[src/rtl/micro_sequencer.sv]
// Microprogram sequencer: three-state FSM driving the control-store address,
// with dispatch, conditional branch, one-level call/return and sticky error.
module micro_sequencer #(
  parameter int AW         = 7,
  parameter int DEPTH      = 128,
  parameter int FETCH_ADDR = 0
) (
  input  logic          clk,
  input  logic          rstn,
  input  logic          start,
  input  logic          mem_wait,
  input  logic [15:0]   map_addr,
  input  logic          z_flag,
  input  logic [2:0]    mi_seq,
  input  logic [AW-1:0] mi_addr,
  output logic [AW-1:0] upc,
  output logic          busy,
  output logic          halted,
  output logic          err,
  output logic          disp_stb,
  output logic [15:0]   instr_cnt
);

  typedef enum logic [1:0] {
    S_IDLE,
    S_RUN,
    S_HALT
  } state_e;

  localparam logic [2:0] SQ_INC  = 3'd0;
  localparam logic [2:0] SQ_JMP  = 3'd1;
  localparam logic [2:0] SQ_DISP = 3'd2;
  localparam logic [2:0] SQ_BZ   = 3'd3;
  localparam logic [2:0] SQ_BNZ  = 3'd4;
  localparam logic [2:0] SQ_HALT = 3'd5;
  localparam logic [2:0] SQ_CALL = 3'd6;
  localparam logic [2:0] SQ_RET  = 3'd7;

  localparam logic [AW-1:0] FETCH = AW'(FETCH_ADDR);
  localparam logic [AW-1:0] LAST  = AW'(DEPTH - 1);

  state_e        state_q, state_d;
  logic [AW-1:0] upc_q, upc_d;
  logic [AW-1:0] ret_q, ret_d;
  logic          ret_vld_q, ret_vld_d;
  logic          err_q, err_d;
  logic          stb_q, stb_d;
  logic [15:0]   cnt_q, cnt_d;
  logic          busy_q, busy_d;
  logic          halt_q, halt_d;

  logic [AW-1:0] upc_inc;
  logic          at_end;
  logic          disp_ok;
  logic [AW-1:0] seq_upc;
  logic          seq_halt;
  logic          seq_err;
  logic          seq_disp;
  logic          seq_call;
  logic          seq_ret;

  assign upc_inc = upc_q + AW'(1);
  assign at_end  = (upc_q == LAST);
  assign disp_ok = (32'(map_addr) < DEPTH);

  // Outcome of the current microword, used only when RUN and not stalled
  always_comb begin
    seq_upc  = upc_q;
    seq_halt = 1'b0;
    seq_err  = 1'b0;
    seq_disp = 1'b0;
    seq_call = 1'b0;
    seq_ret  = 1'b0;
    unique case (mi_seq)
      SQ_INC: begin
        if (at_end) begin
          seq_halt = 1'b1;
          seq_err  = 1'b1;
        end else begin
          seq_upc = upc_inc;
        end
      end
      SQ_JMP: seq_upc = mi_addr;
      SQ_DISP: begin
        if (disp_ok) begin
          seq_upc  = AW'(map_addr);
          seq_disp = 1'b1;
        end else begin
          seq_halt = 1'b1;
          seq_err  = 1'b1;
        end
      end
      SQ_BZ, SQ_BNZ: begin
        if (z_flag == (mi_seq == SQ_BZ)) begin
          seq_upc = mi_addr;
        end else if (at_end) begin
          seq_halt = 1'b1;
          seq_err  = 1'b1;
        end else begin
          seq_upc = upc_inc;
        end
      end
      SQ_HALT: seq_halt = 1'b1;
      SQ_CALL: begin
        if (ret_vld_q) begin
          seq_halt = 1'b1;
          seq_err  = 1'b1;
        end else begin
          seq_upc  = mi_addr;
          seq_call = 1'b1;
        end
      end
      SQ_RET: begin
        if (ret_vld_q) begin
          seq_upc = ret_q;
          seq_ret = 1'b1;
        end else begin
          seq_halt = 1'b1;
          seq_err  = 1'b1;
        end
      end
      default: seq_halt = 1'b1;
    endcase
  end

  always_comb begin
    state_d = state_q;
    unique case (state_q)
      S_IDLE, S_HALT: begin
        if (start) state_d = S_RUN;
      end
      S_RUN: begin
        if (!mem_wait && seq_halt) state_d = S_HALT;
      end
      default: state_d = S_IDLE;
    endcase
  end

  always_comb begin
    upc_d     = upc_q;
    ret_d     = ret_q;
    ret_vld_d = ret_vld_q;
    err_d     = err_q;
    stb_d     = 1'b0;
    cnt_d     = cnt_q;
    unique case (state_q)
      S_RUN: begin
        if (!mem_wait) begin
          upc_d = seq_upc;
          err_d = err_q | seq_err;
          if (seq_disp) begin
            stb_d = 1'b1;
            cnt_d = cnt_q + 16'd1;
          end
          if (seq_call) begin
            ret_d     = upc_inc;
            ret_vld_d = 1'b1;
          end
          if (seq_ret) ret_vld_d = 1'b0;
        end
      end
      default: begin
        if (start) begin
          upc_d     = FETCH;
          err_d     = 1'b0;
          ret_d     = '0;
          ret_vld_d = 1'b0;
        end
      end
    endcase
    busy_d = (state_d == S_RUN);
    halt_d = (state_d == S_HALT);
  end

  always_ff @(posedge clk or negedge rstn) begin
    if (!rstn) state_q <= S_IDLE;
    else       state_q <= state_d;
  end

  always_ff @(posedge clk or negedge rstn) begin
    if (!rstn) begin
      upc_q     <= FETCH;
      ret_q     <= '0;
      ret_vld_q <= 1'b0;
      err_q     <= 1'b0;
      stb_q     <= 1'b0;
      cnt_q     <= '0;
      busy_q    <= 1'b0;
      halt_q    <= 1'b0;
    end else begin
      upc_q     <= upc_d;
      ret_q     <= ret_d;
      ret_vld_q <= ret_vld_d;
      err_q     <= err_d;
      stb_q     <= stb_d;
      cnt_q     <= cnt_d;
      busy_q    <= busy_d;
      halt_q    <= halt_d;
    end
  end

  assign upc       = upc_q;
  assign busy      = busy_q;
  assign halted    = halt_q;
  assign err       = err_q;
  assign disp_stb  = stb_q;
  assign instr_cnt = cnt_q;

endmodule
[config.mk]
export PLATFORM = sky130hd
export DESIGN_NAME = micro_sequencer
export DESIGN_NICKNAME = d
export VERILOG_FILES = /design/src/rtl/micro_sequencer.sv
export SDC_FILE = /design/constraint.sdc
export NUM_CORES = 1
export LEC_CHECK = 0
export ABC_AREA = 1
export CAP_MARGIN = 20
export CORE_ASPECT_RATIO = 2
export CORE_MARGIN = 3
export CORE_UTILIZATION = 46
export CTS_BUF_LIST = sky130_fd_sc_hd__clkbuf_2
export DETAILED_ROUTE_END_ITERATION = 8
export PLACE_DENSITY = 0.87
export REMOVE_ABC_BUFFERS = 1
export SLEW_MARGIN = 15
export SYNTH_ARGS = -nofsm -noshare
export SYNTH_HDL_FRONTEND = slang
export SYNTH_SLANG_ARGS = --single-unit
export TNS_END_PERCENT = 20
[constraint.sdc]
create_clock -name clk -period 1.5 [get_ports clk]
set_input_delay 0.45 -clock clk [delete_from_list [all_inputs] [get_ports clk]]
set_output_delay 0.45 -clock clk [all_outputs]
set_load 0.05 [all_outputs]
Yosys cells after proc, flatten, opt, wreduce, memory -nomap -nowiden
Index checks and enable logic that the tools add are counted.

Register bits after elaboration: 37. Bits of input ports: 31.

Add/subtract/negate cells: 2. Order comparisons: 1. Equal/unequal tests: 20. Mux-type cells: 36. Bitwise gates (word level): 2. Reduce and logical (&&, ||, !) cells: 12.

Operators with widths (count): 7-bit 2-to-1 mux (11); 7-bit case mux with 6 select lines (1); 1-bit 2-to-1 mux (19); 16-bit by 1-bit adder with 16-bit output (second input constant) (1); 16-bit by 8-bit < comparator with 1-bit output (second input constant) (1); 3-bit equality test (second input constant) (4); 3-bit inequality test (second input constant) (4); 3-bit AND reduction (3); 7-bit by 1-bit adder with 7-bit output (second input constant) (1); 7-bit equality test (second input constant) (1); 7-bit by 1-bit inequality test with 1-bit output (second input constant) (1); 3-bit by 2-bit equality test with 1-bit output (second input constant) (2); 1-bit case mux with 6 select lines (1); 6-bit AND reduction (1); 1-bit case mux with 5 select lines (1); 2-bit by 1-bit equality test with 1-bit output (second input constant) (2); 2-bit equality test (second input constant) (2); 2-bit 2-to-1 mux (2); 2-bit inequality test (second input constant) (2); 2-bit case mux with 2 select lines (1); 2-bit OR reduction (2); 3-bit by 1-bit equality test with 1-bit output (second input constant) (1); 3-bit logical NOT (1); 2-bit logical NOT (1); 7 further kinds (7).

Logic depth before layout (Yosys ltp)
Word-level depth: 8. Gate-level depth with buffers: 10.

Least setup slack after synthesis
OpenSTA, ideal clock, no wires.

Path type: reg2reg. Start: reg upc_q[0] (netlist: upc[0]). End: reg busy_q (netlist: busy). Library setup time: 0.118 ns. Arrival: 1.716 ns. Data required time: 1.382 ns. Path slack: -0.334 ns. Stages on the path, launching flop included: 11. Path buffers: 0. Period minus slack after synthesis: 1.834 ns. Path through: dfrtp_1 ha_1 nand2_2 nor2_2 nand3_2 inv_1 nand2_1 nand2_1 nand2_1 nand2_1 nand2_1.

Longest elaborated chain between the ends: 8.

Ends and longest elaborated chain: start, declared (line 43) `logic [AW-1:0] upc_q, upc_d;`; start signal, assigned (line 191) `upc_q <= upc_d;`; 7-bit equality test (*) (line 63) `assign at_end = (upc_q == LAST);`; 1-bit 2-to-1 mux (*) (line 76, 96); 1-bit 2-to-1 mux (line 94) `if (z_flag == (mi_seq == SQ_BZ)) begin`; 1-bit case mux with 6 select lines (*) (line 74) `unique case (mi_seq)`; 1-bit logical AND (*) (line 133) `if (!mem_wait && seq_halt) state_d = S_HALT;`; 2-bit 2-to-1 mux (*) (line 133); 2-bit case mux with 2 select lines (*) (line 128) `unique case (state_q)`; 2-bit by 1-bit equality test with 1-bit output (*) (line 171) `busy_d = (state_d == S_RUN);`; net busy_d (line 49) `logic busy_q, busy_d;`; end signal, assigned (line 197) `busy_q <= busy_d;`; end, declared (line 49).

Mark *: on every way through the listed nets, which the timed path passes. The rest lies on a longest branch. A chain may end at the register's enable or synchronous reset.

Final worst setup path
Start: reg cnt_q[3] (netlist: instr_cnt[3]). End: out instr_cnt[3].

RTL lines: start, declared (line 48) `logic [15:0] cnt_q, cnt_d;`; start signal, assigned (line 196) `cnt_q <= cnt_d;`; end, declared (line 21) `output logic [15:0] instr_cnt`.

No word-level cell between the ends.

==> impl_metrics.json <==
{
  "drc": 0,
  "crit_chain": "buf_6 > buf_12",
  "portBuffers": 57,
  "cap_violations": 0,
  "root_buffer": "clkbuf_2",
  "clk_pin_slew_ns": 0.20,
  "hold_viol": 0,
  "io_pins": 58,
  "final_nets": 457,
  "grt_pass1_vias": 2676,
  "synthesis.area_um2": 2330,
  "rows": 36,
  "syn_inst": 319,
  "status": "complete, but fails checks",
  "grtUsageTotal_pct": 24.7,
  "dieArea_um2": 6000,
  "p_int_mw": 2.23,
  "setup_ws_ns": -0.0759,
  "dp_slack_ns": -0.597,
  "skew_ns": 0.0248,
  "holdWs_ns": 0.513,
  "crit_buf_inv": 2,
  "overflow": 0,
  "path_class": "flop to output pin",
  "hp-class": "input port to async pin",
  "clockPowerShare_pct": 11.2,
  "cp-start-kind": "flop",
  "die_w_um": 56.3,
  "setup_viol": 14,
  "synth_most_common_cell": "nand2_1",
  "cts_buffer_depth": 2,
  "antenna_found_initial": 0,
  "required_ns": 1.05,
  "cpLargestDelayFamily": "flip-flops",
  "pwr-share-seq_pct": 33.7,
  "yosysWarnings": 0,
  "cts.htree.levels": 2,
  "slowest_stage": "dfrtp_1",
  "netlist_top_cells_count": "nand2_1 (105), inv_1 (39), dfrtp_1 (37)",
  "cts.sinks": 37,
  "viasPerCell": 5.43,
  "p_total_mw": 3.88,
  "max_stage_delay_ns": 0.45,
  "syn2layout_area_growth_pct": 61.4,
  "grt_pass1_wl_mm": 11.6,
  "synthTopCellsByArea": "dfrtp_1 (40%), nand2_1 (17%), nand3_1 (7.5%), inv_1 (6.3%), xor2_1 (4.1%)",
  "period_needed_ns": 1.58,
  "clk-insertion-delay-late_ns": 0.40,
  "syn_avg_cell_area_um2": 7.30,
  "min_period_over_period_pct": 105,
  "synth_top_flop_cell": "dfrtp_1",
  "diodes": 0,
  "layout-drive-gt1-share_pct": 32.9,
  "wl_mm": 7.47,
  "ff2ff_path_depth": 8,
  "ys_ff_latch": 37,
  "fin_util_pct": 77.2,
  "crit_fanout": 3,
  "p_sw_mw": 1.65,
  "comb_power_share_pct": 55.2,
  "drt-initial-drc-count": 103,
  "violations": "setup timing",
  "p_leak_nw": 1.99,
  "cts_made_buffers": 5,
  "rsz0062_at_grt": "true",
  "swShare_pct": 42.6,
  "dp_hpwl_mm": 5.42,
  "fmax_mhz": 635,
  "synth_edf_count": 0,
  "core_um2": 4860,
  "synthDistinctLibCells": 30,
  "synth_top_area_share_pct": 39.8,
  "end_kind": "output pin",
  "ant_nets": 0,
  "arrival_ns": 1.13,
  "r2r-end": "instr_cnt[12]$_DFFE_PN0P_",
  "grt_max_degree": 38,
  "cts_tree": "built",
  "wl_per_cell_um": 15.6,
  "worst_slew_pin_slew_ns": 0.325,
  "gp_congestion": 0.896,
  "max_slew_margin_pct": 78.3,
  "powerDensity_nw_per_um2": 1030,
  "die_h_um": 107,
  "report.final.slew_viol_count": 0,
  "dr.pass1.iters": 4,
  "start_util_pct": 47.8,
  "seq_area_frac_synth_pct": 39.8,
  "fill_cells": 319,
  "rrSetupSlack_ns": 0,
  "peakVddDrop_v": 0.000915,
  "vias": 2604,
  "async_flop_share_pct": 100,
  "yosysTopAreaCell": "dfrtp_1",
  "timing.rr.start": "instr_cnt[0]$_DFFE_PN0P_"
}
-- power groups by stage --
stage / registers [mW] / clock network (mW) / logic, mW
finish: 1.31 / 0.433 / 2.14
global route: 1.32 / 0.475 / 2.28
CTS: 1.30 / 0.432 / 2.03
detailed placement: 1.32 / 0 / 1.91
global placement: 1.30 / 0 / 1.86
floorplan: 1.67 / 0 / 0.566
-- cells in the final DEF (no fill, tap or decap), drive strengths merged --
master,synthesis,routed
a31o,1,1
clkinv,0,1
nor3,6,6
dlymetal6s2s,0,7
a21oi,3,3
nand3,38,38
o21ai,16,16
inv,44,44
a22oi,7,7
dlygate4sd2,0,2
ha,2,2
nand3b,1,1
dfrtp,37,37
o21bai,1,1
xnor2,4,4
buf,2,70
clkbuf,0,5
nand4,7,7
clkdlybuf4s50,0,20
nor2,26,26
nand2,113,113
dlygate4sd3,0,1
xor2,11,11
-- registers in the layout, summed over array words and instances, names as in the netlist --
name,cells
halted,1
state_q,2
err,1
disp_stb,1
instr_cnt,16
busy,1
upc,7
ret_vld_q,1
ret_q,7
-- per-stage QoR --
step / instances / instance area, um2 / TNS (ns)
3_3_place_gp: 460 / 3450 / -14.30
3_5_place_dp: 460 / 3450 / -16.52
6_report: 480 / 3760 / -0.579
5_1_grt: 480 / 3760 / -1.84
4_1_cts: 473 / 3620 / -0.651
2_1_floorplan: 317 / 2300 / -3.51
-- worst register-to-register path: stages, from the launching register on --
cell	delay, ns
dfrtp_1	0.44
buf_4	0.16
ha_1	0.22
inv_2	0.12
nor2_2	0.06
nand3_1	0.10
xor2_1	0.20
nand2_1	0.07
o21ai_1	0.07
-- timing repair --
| action | in CTS | in global routing |
|---|---|---|
| endpoints found under the setup margin | 34 | 46 |
| hold endpoints to repair | 37 | 0 |
| pin swaps | 0 | 23 |
| buffers inserted | 8 | 7 |
| hold buffers | 1 | 0 |
| gates resized for setup | 30 | 35 |
-- final cells by class --
class	instances	area [um2]	area share (%)
Clock buffer	5	25.0	0.666
Clock inverter	1	5.00	0.133
Inverter	44	168	4.46
Multi-Input combinational cell	236	1310	34.7
Sequential cell	37	940	25.0
Tap cell	57	71.3	1.90
Timing Repair Buffer	100	1240	33.1
-- metal layers --
metal	GRT usage, %	wire [um]
met1	23.4	2440
met2	46.6	4330
met3	3.86	316
met4	16.8	395
met5	0	0
-- how the worst max path moves through the flow --
stage / cells past startpoint / startpoint / endpoint / slack [ns]
after global routing: 2 / instr_cnt[3]$_DFFE_PN0P_ / instr_cnt[3] / -0.13
after global placement: 9 / mi_seq[1] / upc[2]$_DFFE_PN0P_ / -0.48
after floorplan: 10 / upc[0]$_DFFE_PN0P_ / busy$_DFF_PN0_ / -0.33
after CTS: 2 / instr_cnt[2]$_DFFE_PN0P_ / instr_cnt[2] / -0.07
final: 2 / instr_cnt[3]$_DFFE_PN0P_ / instr_cnt[3] / -0.08
after detailed placement: 9 / mi_seq[1] / upc[0]$_DFFE_PN0P_ / -0.60
-- cells by family after synthesis --
logic type | synth area share [%]
XOR/XNOR | 5.97
adder cells (fa/ha/maj) | 1.08
buffers and inverters | 8.33
flip-flops | 39.8
AND/OR/NAND/NOR | 37.3
AO/OA/AOI/OAI | 7.53
Note: power is estimated with default switching activity, not from simulation.
==> RTL change (same settings) <==
The parameter `AW` goes from 7 to 8.
--- a/src/rtl/micro_sequencer.sv
+++ b/src/rtl/micro_sequencer.sv
@@ -3,3 +3,3 @@
 module micro_sequencer #(
-  parameter int AW         = 7,
+  parameter int AW         = 8,
   parameter int DEPTH      = 128,
Interface: changed (resized mi_addr and upc); port bits go from 58 to 60. The function was not compared with the original's and may differ.
==> RTL change against the original RTL <==
Sequential cell count up 2; design area grew 26%; sequential power rose by 6%; highest routed layer unchanged; routed wire length grew 71%; via count up 45%; the run still ends with negative setup slack left; setup slack worse by 0.11 ns; synthesized area up 19%; core utilization grew 5.0 points; critical path type is now register to register; total power up 34%.
==> RTL change: results <==
# TYPE chip_impl_metric gauge
chip_impl_metric{name="fin_tns_setup",unit="ns"} -4.35
chip_impl_metric{name="slew_margin_rel",unit="%"} 73.0
chip_impl_metric{name="peak_per_stage_delay_on_the_critical_path",unit="ns"} 0.47
chip_impl_info{name="outcome",value="complete, but fails checks"} 1
chip_impl_metric{name="post-cts-setup-buffers",unit=""} 15
chip_impl_metric{name="drt-met1-wl",unit="µm"} 3870
chip_impl_info{name="synth_commonest_cells",value="nand2_1, nor2_1, inv_1"} 1
chip_impl_metric{name="clk_pin_slew",unit="ns"} 0.24
chip_impl_metric{name="hold_slack",unit="ns"} 0.434
chip_impl_metric{name="vdd_ir_drop_max",unit="mV"} 0.962
chip_impl_metric{name="final.setup_skew",unit="ns"} 0.0321
chip_impl_metric{name="detail_route.first_pass.iterations",unit=""} 7
chip_impl_metric{name="cp_max_fo",unit=""} 4
chip_impl_metric{name="synth_fa_ha_area_share",unit="%"} 0.901
chip_impl_metric{name="place.port_buffers",unit=""} 59
chip_impl_metric{name="critical_path_arrival",unit="ns"} 2.08
chip_impl_metric{name="globalRouteMet3Util",unit="%"} 5.69
chip_impl_metric{name="hpwl_after_detailed_placement",unit="µm"} 7080
chip_impl_metric{name="power_combinational",unit="mW"} 3.28
chip_impl_metric{name="finalSetupViolations",unit=""} 46
chip_impl_metric{name="clk-power",unit="mW"} 0.535
chip_impl_metric{name="dp_worst_setup_slack",unit="ns"} -0.600
chip_impl_metric{name="grt_max_degree",unit=""} 40
chip_impl_metric{name="post_synth_num_cell_types",unit=""} 28
chip_impl_metric{name="synth_sequential_area_ratio",unit="%"} 35.1
chip_impl_metric{name="routed_wirelength",unit="µm"} 12800
chip_impl_metric{name="synthXorXnorAreaFrac",unit="%"} 4.73
chip_impl_metric{name="dr_wl_met3",unit="µm"} 971
chip_impl_metric{name="synth_compound_area_share",unit="%"} 6.71
chip_impl_metric{name="layout_setup_ws",unit="ns"} -0.187
chip_impl_info{name="violated_checks",value="negative setup slack"} 1
chip_impl_metric{name="powerDensity",unit="nW/µm²"} 1100
chip_impl_metric{name="final-instance-count-excl-fill",unit=""} 616
-- RTL change: cell count changes in the layout (fill, tap and decap cells not counted), sizes merged, moves of 3 or more --
cell    unedited run  this run
buf               70       106
nand3             38        44
o211ai             0         3
nor2              26        72
o22ai              0         7
inv               44        53
a22oi              7         0
nand2            113       141
o21ai             16        13
-- RTL change: how the worst max path moves through the flow --
stage | slack [ns] | endpoint
finish | -0.19 | instr_cnt[15]
global route | -0.26 | upc[3]
CTS | -0.12 | upc[1]
detailed placement | -0.60 | upc[1]
global placement | -0.54 | upc[6]
floorplan | -0.51 | upc[1]
-- RTL change: critical path, delay by kind of cell (launching register included) --
kind | cells | cell delay (ns)
DFF | 1 | 0.47
and+or+nand+nor | 5 | 0.78
AOI/OAI and AO/OA | 1 | 0.07
buffers and inverters | 2 | 0.30
-- RTL change: area by class of cell --
class	count	area, µm²
multi-input cells	317	1830
clock buffers	7	35.0
flip-flops and latches	39	983
inverters	54	214
well taps	61	76.3
fillers	303	1020
repair buffers	137	1590
clock inverters	1	5.00
